File: config.mk
export PLATFORM = sky130hd
export DESIGN_NAME = colour_step_ctrl
export DESIGN_NICKNAME = d
export VERILOG_FILES = /design/src/rtl/colour_pkg.sv /design/src/rtl/button_debounce.sv /design/src/rtl/colour_step_ctrl.sv
export SDC_FILE = /design/constraint.sdc
export NUM_CORES = 1
export LEC_CHECK = 0
export ABC_AREA = 1
export BUFFER_PORTS_ARGS = -buffer_cell sky130_fd_sc_hd__buf_2
export CORE_AREA = 2 2 39 41
export DETAILED_ROUTE_END_ITERATION = 6
export DIE_AREA = 0 0 41 43
export GPL_TIMING_DRIVEN = 0
export PLACE_DENSITY = 0.78
export SETUP_SLACK_MARGIN = 0.1
export SLEW_MARGIN = 20
export SYNTH_ARGS = -nofsm -noshare
export SYNTH_HDL_FRONTEND = slang
export SYNTH_SLANG_ARGS = --single-unit
File: constraint.sdc
create_clock -name clk -period 1.4 [get_ports clk]
set_clock_uncertainty 0.1 [all_clocks]
set_input_delay 0.21 -clock clk [delete_from_list [all_inputs] [get_ports clk]]
set_output_delay 0.21 -clock clk [all_outputs]
set_load 0.01 [all_outputs]
File: src/rtl/colour_pkg.sv
// Shared types and constants for the colour step controller.
// Colour codes index the RGB lookup; code 7 is reserved and never driven.
package colour_pkg;

    typedef logic [2:0] colour_t;

    localparam colour_t COL_BLACK = 3'd0;
    localparam colour_t COL_FIRST = 3'd1;
    localparam colour_t COL_LAST  = 3'd6;

    typedef enum logic [1:0] {
        INIT = 2'd0,
        IDLE = 2'd1,
        RUN  = 2'd2
    } step_state_t;

    function automatic colour_t next_colour(input colour_t c);
        return (c == COL_LAST) ? COL_FIRST : colour_t'(c + 3'd1);
    endfunction

endpackage

File: src/rtl/button_debounce.sv
// Push-button conditioning: 2-flop synchroniser, stability counter and
// rising-edge detect producing a single-cycle press pulse.
module button_debounce #(
    parameter int DEBOUNCE_CYCLES = 4
) (
    input  logic clk,
    input  logic rst,
    input  logic button,
    output logic press
);

    localparam int CW = $clog2(DEBOUNCE_CYCLES + 1);
    localparam logic [CW-1:0] CNT_LAST = CW'(DEBOUNCE_CYCLES - 1);

    logic          sync1_q, sync2_q;
    logic          level_q, level_d;
    logic          level_prev_q;
    logic [CW-1:0] cnt_q, cnt_d;

    // The level is accepted on the cycle the count would reach DEBOUNCE_CYCLES.
    always_comb begin
        level_d = level_q;
        cnt_d   = cnt_q;
        if (sync2_q == level_q) begin
            cnt_d = '0;
        end else if (cnt_q == CNT_LAST) begin
            level_d = sync2_q;
            cnt_d   = '0;
        end else begin
            cnt_d = cnt_q + CW'(1);
        end
    end

    always_ff @(posedge clk or posedge rst) begin
        if (rst) begin
            sync1_q      <= 1'b0;
            sync2_q      <= 1'b0;
            level_q      <= 1'b0;
            level_prev_q <= 1'b0;
            cnt_q        <= '0;
        end else begin
            sync1_q      <= button;
            sync2_q      <= sync1_q;
            level_q      <= level_d;
            level_prev_q <= level_q;
            cnt_q        <= cnt_d;
        end
    end

    assign press = level_q & ~level_prev_q;

endmodule

File: src/rtl/colour_step_ctrl.sv
// Colour step controller: button/auto steps drive the lookup colour and enable.
// Define COLOUR_STEP_AUTO_EN to build the periodic auto-advance path.
module colour_step_ctrl
    import colour_pkg::*;
#(
    parameter int DEBOUNCE_CYCLES = 4,
    parameter int AUTO_PERIOD     = 8
) (
    input  logic       clk,
    input  logic       rst,
    input  logic       button,
    input  logic       auto_mode,
    output logic [2:0] colour,
    output logic       enable,
    output logic       rgb_update
);

    step_state_t state_q, state_d;
    colour_t     colour_q, colour_d;
    logic        enable_q, enable_d;
    logic        rgb_update_q;
    logic        press;
    logic        step;

    button_debounce #(
        .DEBOUNCE_CYCLES(DEBOUNCE_CYCLES)
    ) u_debounce (
        .clk    (clk),
        .rst    (rst),
        .button (button),
        .press  (press)
    );

`ifdef COLOUR_STEP_AUTO_EN
    localparam int AW = $clog2(AUTO_PERIOD);
    localparam logic [AW-1:0] AUTO_LAST = AW'(AUTO_PERIOD - 1);

    logic [AW-1:0] auto_cnt_q, auto_cnt_d;
    logic          auto_tick;

    assign auto_tick = auto_mode && (state_q != INIT) && (auto_cnt_q == AUTO_LAST);

    // Any step, auto or button, restarts the period.
    always_comb begin
        auto_cnt_d = auto_cnt_q;
        if (!auto_mode || state_q == INIT) begin
            auto_cnt_d = '0;
        end else if (auto_tick || press) begin
            auto_cnt_d = '0;
        end else begin
            auto_cnt_d = auto_cnt_q + AW'(1);
        end
    end

    always_ff @(posedge clk or posedge rst) begin
        if (rst) begin
            auto_cnt_q <= '0;
        end else begin
            auto_cnt_q <= auto_cnt_d;
        end
    end

    assign step = press | auto_tick;
`else
    logic auto_mode_unused;
    assign auto_mode_unused = auto_mode;
    assign step = press;
`endif

    always_comb begin
        state_d  = state_q;
        colour_d = colour_q;
        enable_d = 1'b0;
        case (state_q)
            INIT: begin
                colour_d = COL_BLACK;
                enable_d = 1'b1;
                state_d  = IDLE;
            end
            IDLE: begin
                if (step) begin
                    colour_d = COL_FIRST;
                    enable_d = 1'b1;
                    state_d  = RUN;
                end
            end
            RUN: begin
                if (step) begin
                    colour_d = next_colour(colour_q);
                    enable_d = 1'b1;
                end
            end
            default: begin
                state_d  = INIT;
                colour_d = COL_BLACK;
            end
        endcase
    end

    always_ff @(posedge clk or posedge rst) begin
        if (rst) begin
            state_q      <= INIT;
            colour_q     <= COL_BLACK;
            enable_q     <= 1'b0;
            rgb_update_q <= 1'b0;
        end else begin
            state_q      <= state_d;
            colour_q     <= colour_d;
            enable_q     <= enable_d;
            rgb_update_q <= enable_q;
        end
    end

    assign colour     = colour_q;
    assign enable     = enable_q;
    assign rgb_update = rgb_update_q;

endmodule

# After elaboration in Yosys (flattened, before gate mapping)
# Cells that the tools add are included.
# W data, S select, Z words.
# op_classes
add_sub_neg,2
eq_ne,7
n_mux,10
bitwise,4
reduce_logical,5
# ops
operator,n
$mux W3,5
$add A3 B1 Y3 const B,2
$pmux W2 S3,1
$pmux W3 S2,1
$reduce_and A2 Y1,3
$ne A2 B2 Y1 const B,2
$eq A3 B2 Y1 const B,1
$eq A3 B3 Y1 const B,1
$not A1 Y1,3
$eq A2 B1 Y1 const B,1
$eq A2 B2 Y1 const B,1
$logic_not A2 Y1,1
$mux W2,1
$pmux W1 S2,1
$reduce_or A2 Y1,1
$and A1 B1 Y1,1
$eq A1 B1 Y1,1
$mux W1,1
# totals
register_bits,14
output_inout_bits,5
wordCells,37

# Depth between registers and ports, before layout
# Gate-level depths: netlist of the first run.
# depth
depth_word,4
ltp_mapped,9
depth_no_buf,9

# Cells and area by module
# Synthesis of the first run repeated with hierarchy kept, for this count alone.
# unflattened
cells_unflattened,76
hier_area_um2,668.1
# modules_own_cells
module,n_inst,cells_per_inst,area_each_um2,seq_area_each_um2
colour_step_ctrl,1,48,396.6,175.2
button_debounce,1,28,271.5,175.2

# Least setup slack after synthesis of the first run
# No wires, ideal clock.
# synth_timing
kind,flip-flop to flip-flop
startpoint,register state_q[0]
endpoint,register state_q[0]
setup_ns,0.118
t_arrival_ns,1.075
path_slack_ns,0.107
path_stages_with_launch,9
cell_sequence,dfrtp_1 > inv_1 > ha_1 > inv_2 > nand2_4 > nand2_4 > nand2_2 > nand2_1 > o21ai_2
# synth_via
elab_chain_cells,3
# synth_rtl
element,line,rtl
start: declaration,colour_step_ctrl.sv:18,"step_state_t state_q, state_d;"
start signal: assignment,colour_step_ctrl.sv:107,state_q <= state_d;
$eq A2 B1 Y1 / $eq A2 B2 Y1 (equally long branches),colour_step_ctrl.sv:74,case (state_q)
$ne A2 B2 Y1 (no line) / $not A1 Y1 (equally long branches),n/a,
$reduce_and A2 Y1 (no line),n/a,
# Several ways; a longest one is shown, not always the timed one.
# A chain may end at the register's enable or synchronous reset.

# Final worst setup path of the first run
# layout_timing
startpoint,register state_q[0]
endpoint,register colour_q[1] (netlist: colour[1])
# layout_via
elab_chain_cells,3
# layout_rtl
element,line,rtl
$eq A2 B2 Y1 / $eq A2 B1 Y1 (equally long branches),colour_step_ctrl.sv:74,
$ne A2 B2 Y1 (no line),n/a,
$reduce_and A2 Y1 (no line),n/a,
end signal: assignment,colour_step_ctrl.sv:108,colour_q <= colour_d;
end: declaration,colour_step_ctrl.sv:19,"colour_t colour_q, colour_d;"
# Several ways; a longest one is shown, not always the timed one.

==> results of run 1 <==
-- power by group --
part / total [mW] / internal, mW / leakage (nW) / switching (mW)
registers: 0.660 / 0.535 / 0.176 / 0.124
logic: 0.942 / 0.436 / 0.248 / 0.506
clock network: 0.298 / 0.159 / 0.0210 / 0.140
total: 1.90 / 1.13 / 0.445 / 0.770
-- synthesized netlist by cell type --
cell / number / area share (%)
nand2_4: 2 / 3.5
a21oi_1: 3 / 2.3
dfrtp_1: 14 / 54
nor2_1: 2 / 1.2
inv_2: 2 / 1.2
xnor2_1: 1 / 1.4
nor3_1: 1 / 0.77
ha_1: 6 / 12
clkinv_1: 1 / 0.58
inv_1: 9 / 5.2
nand3_1: 4 / 3.1
nand2_1: 12 / 7.0
nor3b_2: 1 / 1.9
nand2_2: 4 / 3.9
o21ai_2: 1 / 1.4
o22ai_1: 1 / 0.97
-- worst max-delay path, delay by kind of cell (launching register included) --
family | cells | cell delay, ps
DFF | 1 | 470
and+or+nand+nor | 3 | 200
buffers and inverters | 2 | 150
adders and majority gates | 1 | 140
AOI/OAI and AO/OA | 1 | 140
-- worst paths after layout --
kind,endpoint,slack (ps),cells past startpoint
worst max-delay path,colour[1],100,7
worst min-delay path,u_debounce.sync2_q,260,0
max in group asynchronous,state_q[0],430,3
worst max register to register,colour[1],100,7
min in group asynchronous,enable,390,3
worst min register to register,u_debounce.sync2_q,260,0
-- cells by family after synthesis --
| family | synth area share, % |
|---|---|
| simple gates | 21.3 |
| flops | 54.2 |
| buf+inv | 6.96 |
| fa+ha+maj | 11.6 |
| compound gates | 4.64 |
| xor+xnor | 1.35 |
-- through the flow --
step                      util, %  instance area [sq um]
after CTS                    57.3                    793
after global routing         63.8                    883
after global placement       50.7                    702
after floorplan                 -                    647
final                        63.8                    883
after detailed placement     50.7                    702
-- placed cells by master, fill, tap and decap left out, types with 3 or more instances in the layout --
cell type	instances
buf_2	7
dfrtp_1	12
buf_4	7
nand2_1	11
inv_1	6
inv_4	3
nand2_2	3
ha_1	3
clkbuf_4	3
nand2_4	3
ha_4	3
nand3_1	4
-- timing repair --
action                     in CTS  in global routing
setup buffers                   4                  3
hold endpoints to repair       15                  0
setup endpoints to repair       4                  6
gates resized for setup         5                 13
hold buffers                    2                  0
pin swaps                       1                  4
-- layer usage --
| layer | up-vias | routed length (um) | part of all wire [%] |
|---|---|---|---|
| li1 | 238 | - | - |
| met4 | 0 | 51 | 4.2 |
| met2 | 13 | 603 | 50 |
| met1 | 213 | 518 | 43 |
| met3 | 4 | 40 | 3.3 |
| met5 | - | 0 | 0 |
-- cell type report --
| class | count | area [sq um] | share of cell area (%) |
|---|---|---|---|
| Clock buffer | 4 | 36.3 | 4.11 |
| Inverter | 12 | 52.6 | 5.95 |
| Multi-Input combinational cell | 38 | 314 | 35.6 |
| Sequential cell | 14 | 353 | 39.9 |
| Tap cell | 16 | 20.0 | 2.27 |
| Timing Repair Buffer | 16 | 108 | 12.2 |
==> run metrics, run 1 <==
run status completed; setup_tns 0 ps; Final Instance Count excl. Fillers 100; initial antenna violation count 0; FILL cells slightly above 100; GPL Wtd Cong 0.744; DR vias 468; row count 14; register bit total from synthesis 14; CP arrival 1390 ps; share of cells above drive strength 1 45.2%; Leak 0.445 nW; gr busiest metal met2; fin crit share 92.9%; DRC 0; dpl ws -0.272 ps; Synthesized Nets 74; GRT met1 Usage 16.1%; Worst-Margin Slew approximately 510 ps; number of port buffers 7; PnR Total Power 1.90 mW; total die area 1760 sq um; worst hold slack 257 ps; Inst Count DP 87; die height between 40 and 50 um; final net count 95; Initial Util 46.7%; critical path cell sequence inv_4 -> ha_4 -> inv_2 -> nand2_4 -> nand2_8 -> a21oi_2 -> nor2_1; io pins 9; n_diodes 0; type of origin of the critical path flip-flop; setup repair after global routing missed its margin yes; Max transition margin 66.2%; drt total wl 1210 um; post-synthesis cell area 647 sq um; Via-to-Cell Ratio approximately 4.7; core area 1380 sq um; sequential element share of the synthesized area approximately 54%; wire per inst 12.1 um; clk_lat worst skew 290 ps; P&R area growth vs syn 36.6%; WS Path Type flip-flop to flip-flop; required time worst endpoint between 1000 and 1500 ps; hold path startpoint u_debounce.sync1_q; clock slew at reported path FFs 90 ps; CTS buffer count 3; count of cell types in the netlist 16; clock period minus worst slack 1300 ps; Cells after Synth 64; slowest CP cell dfrtp_2; CTS max path bufs 2; first-pass GRT wire length 1680 um; crit path max fanout 6; vias in the first global route 424; Slew Limit Fails 0; Peak Freq between 700 and 800 MHz; post-route setup slack 98.9 ps; drt first pass iters 5; GRT overflow 0; met2 Use GR 22.2%; warnings from Yosys 0; DRT iter0 DRCs 4; HPWL Detailed 705 um; largest net degree at the start of global routing 15; Tot GR Track Use roughly 15%; Die X 41 um; VDD IR max 912 uV; CTS tree yes; RR Startpoint state_q[0]; Worst Hold Class flip-flop to flip-flop; Final Hold Viols 0; met3 Track Usage GR 3.14%; Num Clock Sinks 14; Critical Path End Type flip-flop; CTS Root Buffer Type clkbuf_4; Synth Area per Inst 10.1 sq um; CP Launch Point state_q[0]; PwrDens 2150 nW/um^2; slowest stage delay, CP 470 ps; max cap viols 0; Setup Viol. Count Final 0; ANT nets after route 0; H-tree levels 1
Power figures use the tool's default switching activity.
==> inputs of run 2 (changes only) <==
- GPL_TIMING_DRIVEN: 0 -> not set
==> run 2 against run 1 <==
Effect of this change: via count increased by 1.1%; final area is 3.7% lower; flip-flop and latch count is the same; total power decreased by 6.3%; global-route usage up 1.4 points; final cell count fell by 1.0%; core utilization shrank 2.4 points; setup slack improved by 38 ps; critical path type unchanged; critical endpoint is now colour[2]; largest power group unchanged.
==> run metrics, run 2 (synthesized netlist as in run 1, its figures left out) <==
required time worst endpoint 1490 ps (about the same); Inst Count DP 88 (was 87); Setup Viol. Count Final 0 (unchanged); Final Hold Viols 0 (unchanged); Metal-1 WL 475 um (was 518 um); DRT iter0 DRCs 4 (unchanged); Critical Path End Type flip-flop (unchanged); HPWL Detailed 745 um (was 705 um); GRT overflow 0 (unchanged); RR Startpoint state_q[0] (unchanged); Tot GR Track Use 16.6% (was 15.2%); uppermost layer routed met4 (unchanged); n_diodes 0 (unchanged); crit path max fanout 6 (unchanged); clk_lat worst skew 290 ps (about the same); CP arrival 1360 ps (was 1390 ps); ANT nets after route 0 (unchanged); row count 14 (unchanged); setup_tns 0 ps (unchanged); io pins 9 (unchanged); Peak Freq 792 MHz (was 769 MHz); wire per inst 11.1 um (was 12.1 um); Worst-Margin Slew 522 ps (was 506 ps); clock slew at reported path FFs 90 ps (about the same); WL met3 33 um (was 40 um); Worst Hold Class flip-flop to flip-flop (unchanged); CTS tree yes (unchanged); Max transition margin 65.1% (was 66.2%); drt first pass iters 4 (was 5); dpl ws 14.3 ps (was -0.272 ps); commonest non-fill, non-tap cells in the layout dfrtp_1, nand2_1, buf_2, inv_1, buf_4 (was dfrtp_1, nand2_1, buf_2, buf_4, inv_1); number of port buffers 7 (unchanged); run status completed (unchanged); worst r2r path cells 9 (was 7); drt total wl 1100 um (was 1210 um); clock period minus worst slack 1260 ps (was 1300 ps); DRC 0 (unchanged); largest net degree at the start of global routing 15 (unchanged); WS Path Type flip-flop to flip-flop (unchanged); Num Clock Sinks 14 (unchanged); initial antenna violation count 0 (unchanged); reg2reg setup slack 140 ps (was 100 ps); Leak 0.436 nW (was 0.445 nW); DR vias 473 (was 468); share of cells above drive strength 1 44.6% (was 45.2%); most common cell after layout, fill and taps aside dfrtp_1 (unchanged); Via-to-Cell Ratio 4.78 (was 4.68); Initial Util 46.7% (unchanged); max cap viols 0 (unchanged); Final Instance Count excl. Fillers 99 (was 100); CP Launch Point state_q[0] (unchanged); Slew Limit Fails 0 (unchanged); post-route setup slack 137 ps (was 98.9 ps); CTS buffer count 3 (unchanged); core area 1380 sq um (unchanged); total die area 1760 sq um (unchanged); P&R area growth vs syn 31.5% (was 36.6%); fin crit share 90.2% (was 92.9%); final net count 94 (was 95); H-tree levels 1 (unchanged); r2r endpoint colour[2] (was colour[1]); setup repair after global routing missed its margin yes (unchanged); type of origin of the critical path flip-flop (unchanged); CTS max path bufs 2 (unchanged); die height 43 um (unchanged); PwrDens 2090 nW/um^2 (was 2150 nW/um^2); Die X 41 um (unchanged); first-pass GRT wire length 1950 um (was 1680 um); CTS Root Buffer Type clkbuf_4 (unchanged); Hold Path Stages 0 (unchanged); vias in the first global route 480 (was 424); met2 routed wirelength 552 um (was 603 um); CP Capture Point colour[2] (was colour[1]); GPL Wtd Cong 0.768 (was 0.744); VDD IR max 1030 uV (was 912 uV)
## run 2: power by group
group / switching [mW] / total, mW / internal (mW)
combinational: 0.450 / 0.829 / 0.379
sequential: 0.117 / 0.652 / 0.535
clock: 0.141 / 0.300 / 0.159
## run 2: per-layer routing
| metal | track usage, % | vias up |
|---|---|---|
| li1 | - | 233 |
| met1 | 19.1 | 224 |
| met2 | 25.6 | 12 |
| met3 | 3.14 | 4 |
| met4 | 12.0 | 0 |
| met5 | 0 | - |
## run 2: area by class of cell
type | count | area, sq um
Tap cell | 16 | 20.0
Timing Repair Buffer | 15 | 100
Inverter | 12 | 50.0
Multi-Input combinational cell | 38 | 292
Fill cell | 113 | 533
Sequential cell | 14 | 353
Clock buffer | 4 | 36.3
## run 2: worst min path at each step
stage                       startpoint                 end  slack (ps)
finish              u_debounce.sync1_q  u_debounce.sync2_q         260
global route        u_debounce.sync1_q  u_debounce.sync2_q         280
CTS                 u_debounce.sync1_q  u_debounce.sync2_q         260
detailed placement                 rst          rgb_update         180
global placement                   rst          rgb_update         170
floorplan                          rst           colour[0]        -0.8
## run 2: repair_timing
item,4_1_cts,5_1_grt
resized for setup,10,5
endpoints found under the setup margin,5,6
setup buffers,3,2
hold buffers,2,0
hold endpoints to repair,15,0
pin swaps,1,5
cloned,0,0
## run 2: through the flow
| stage | instance area, sq um | utilization [%] | hold WS [ps] | total power, mW |
|---|---|---|---|---|
| 6_report | 851 | 61.5 | 257 | 1.78 |
| 5_1_grt | 851 | 61.5 | 276 | 1.93 |
| 4_1_cts | 822 | 59.4 | 260 | 1.72 |
| 3_5_place_dp | 709 | 51.3 | 178 | 1.27 |
| 3_3_place_gp | 709 | 51.3 | 165 | 1.24 |
| 2_1_floorplan | 647 | - | -0.781 | 1.11 |
## run 2: worst max-delay path, cell delays in order, from the launching register on
cell and delay, ps:
dfrtp_2 460, inv_2 90, ha_4 140, inv_4 40, nand2_4 50, nand2_4 80, nand2_2 70, nand2_1 40
nand2_1 50, inv_1 40
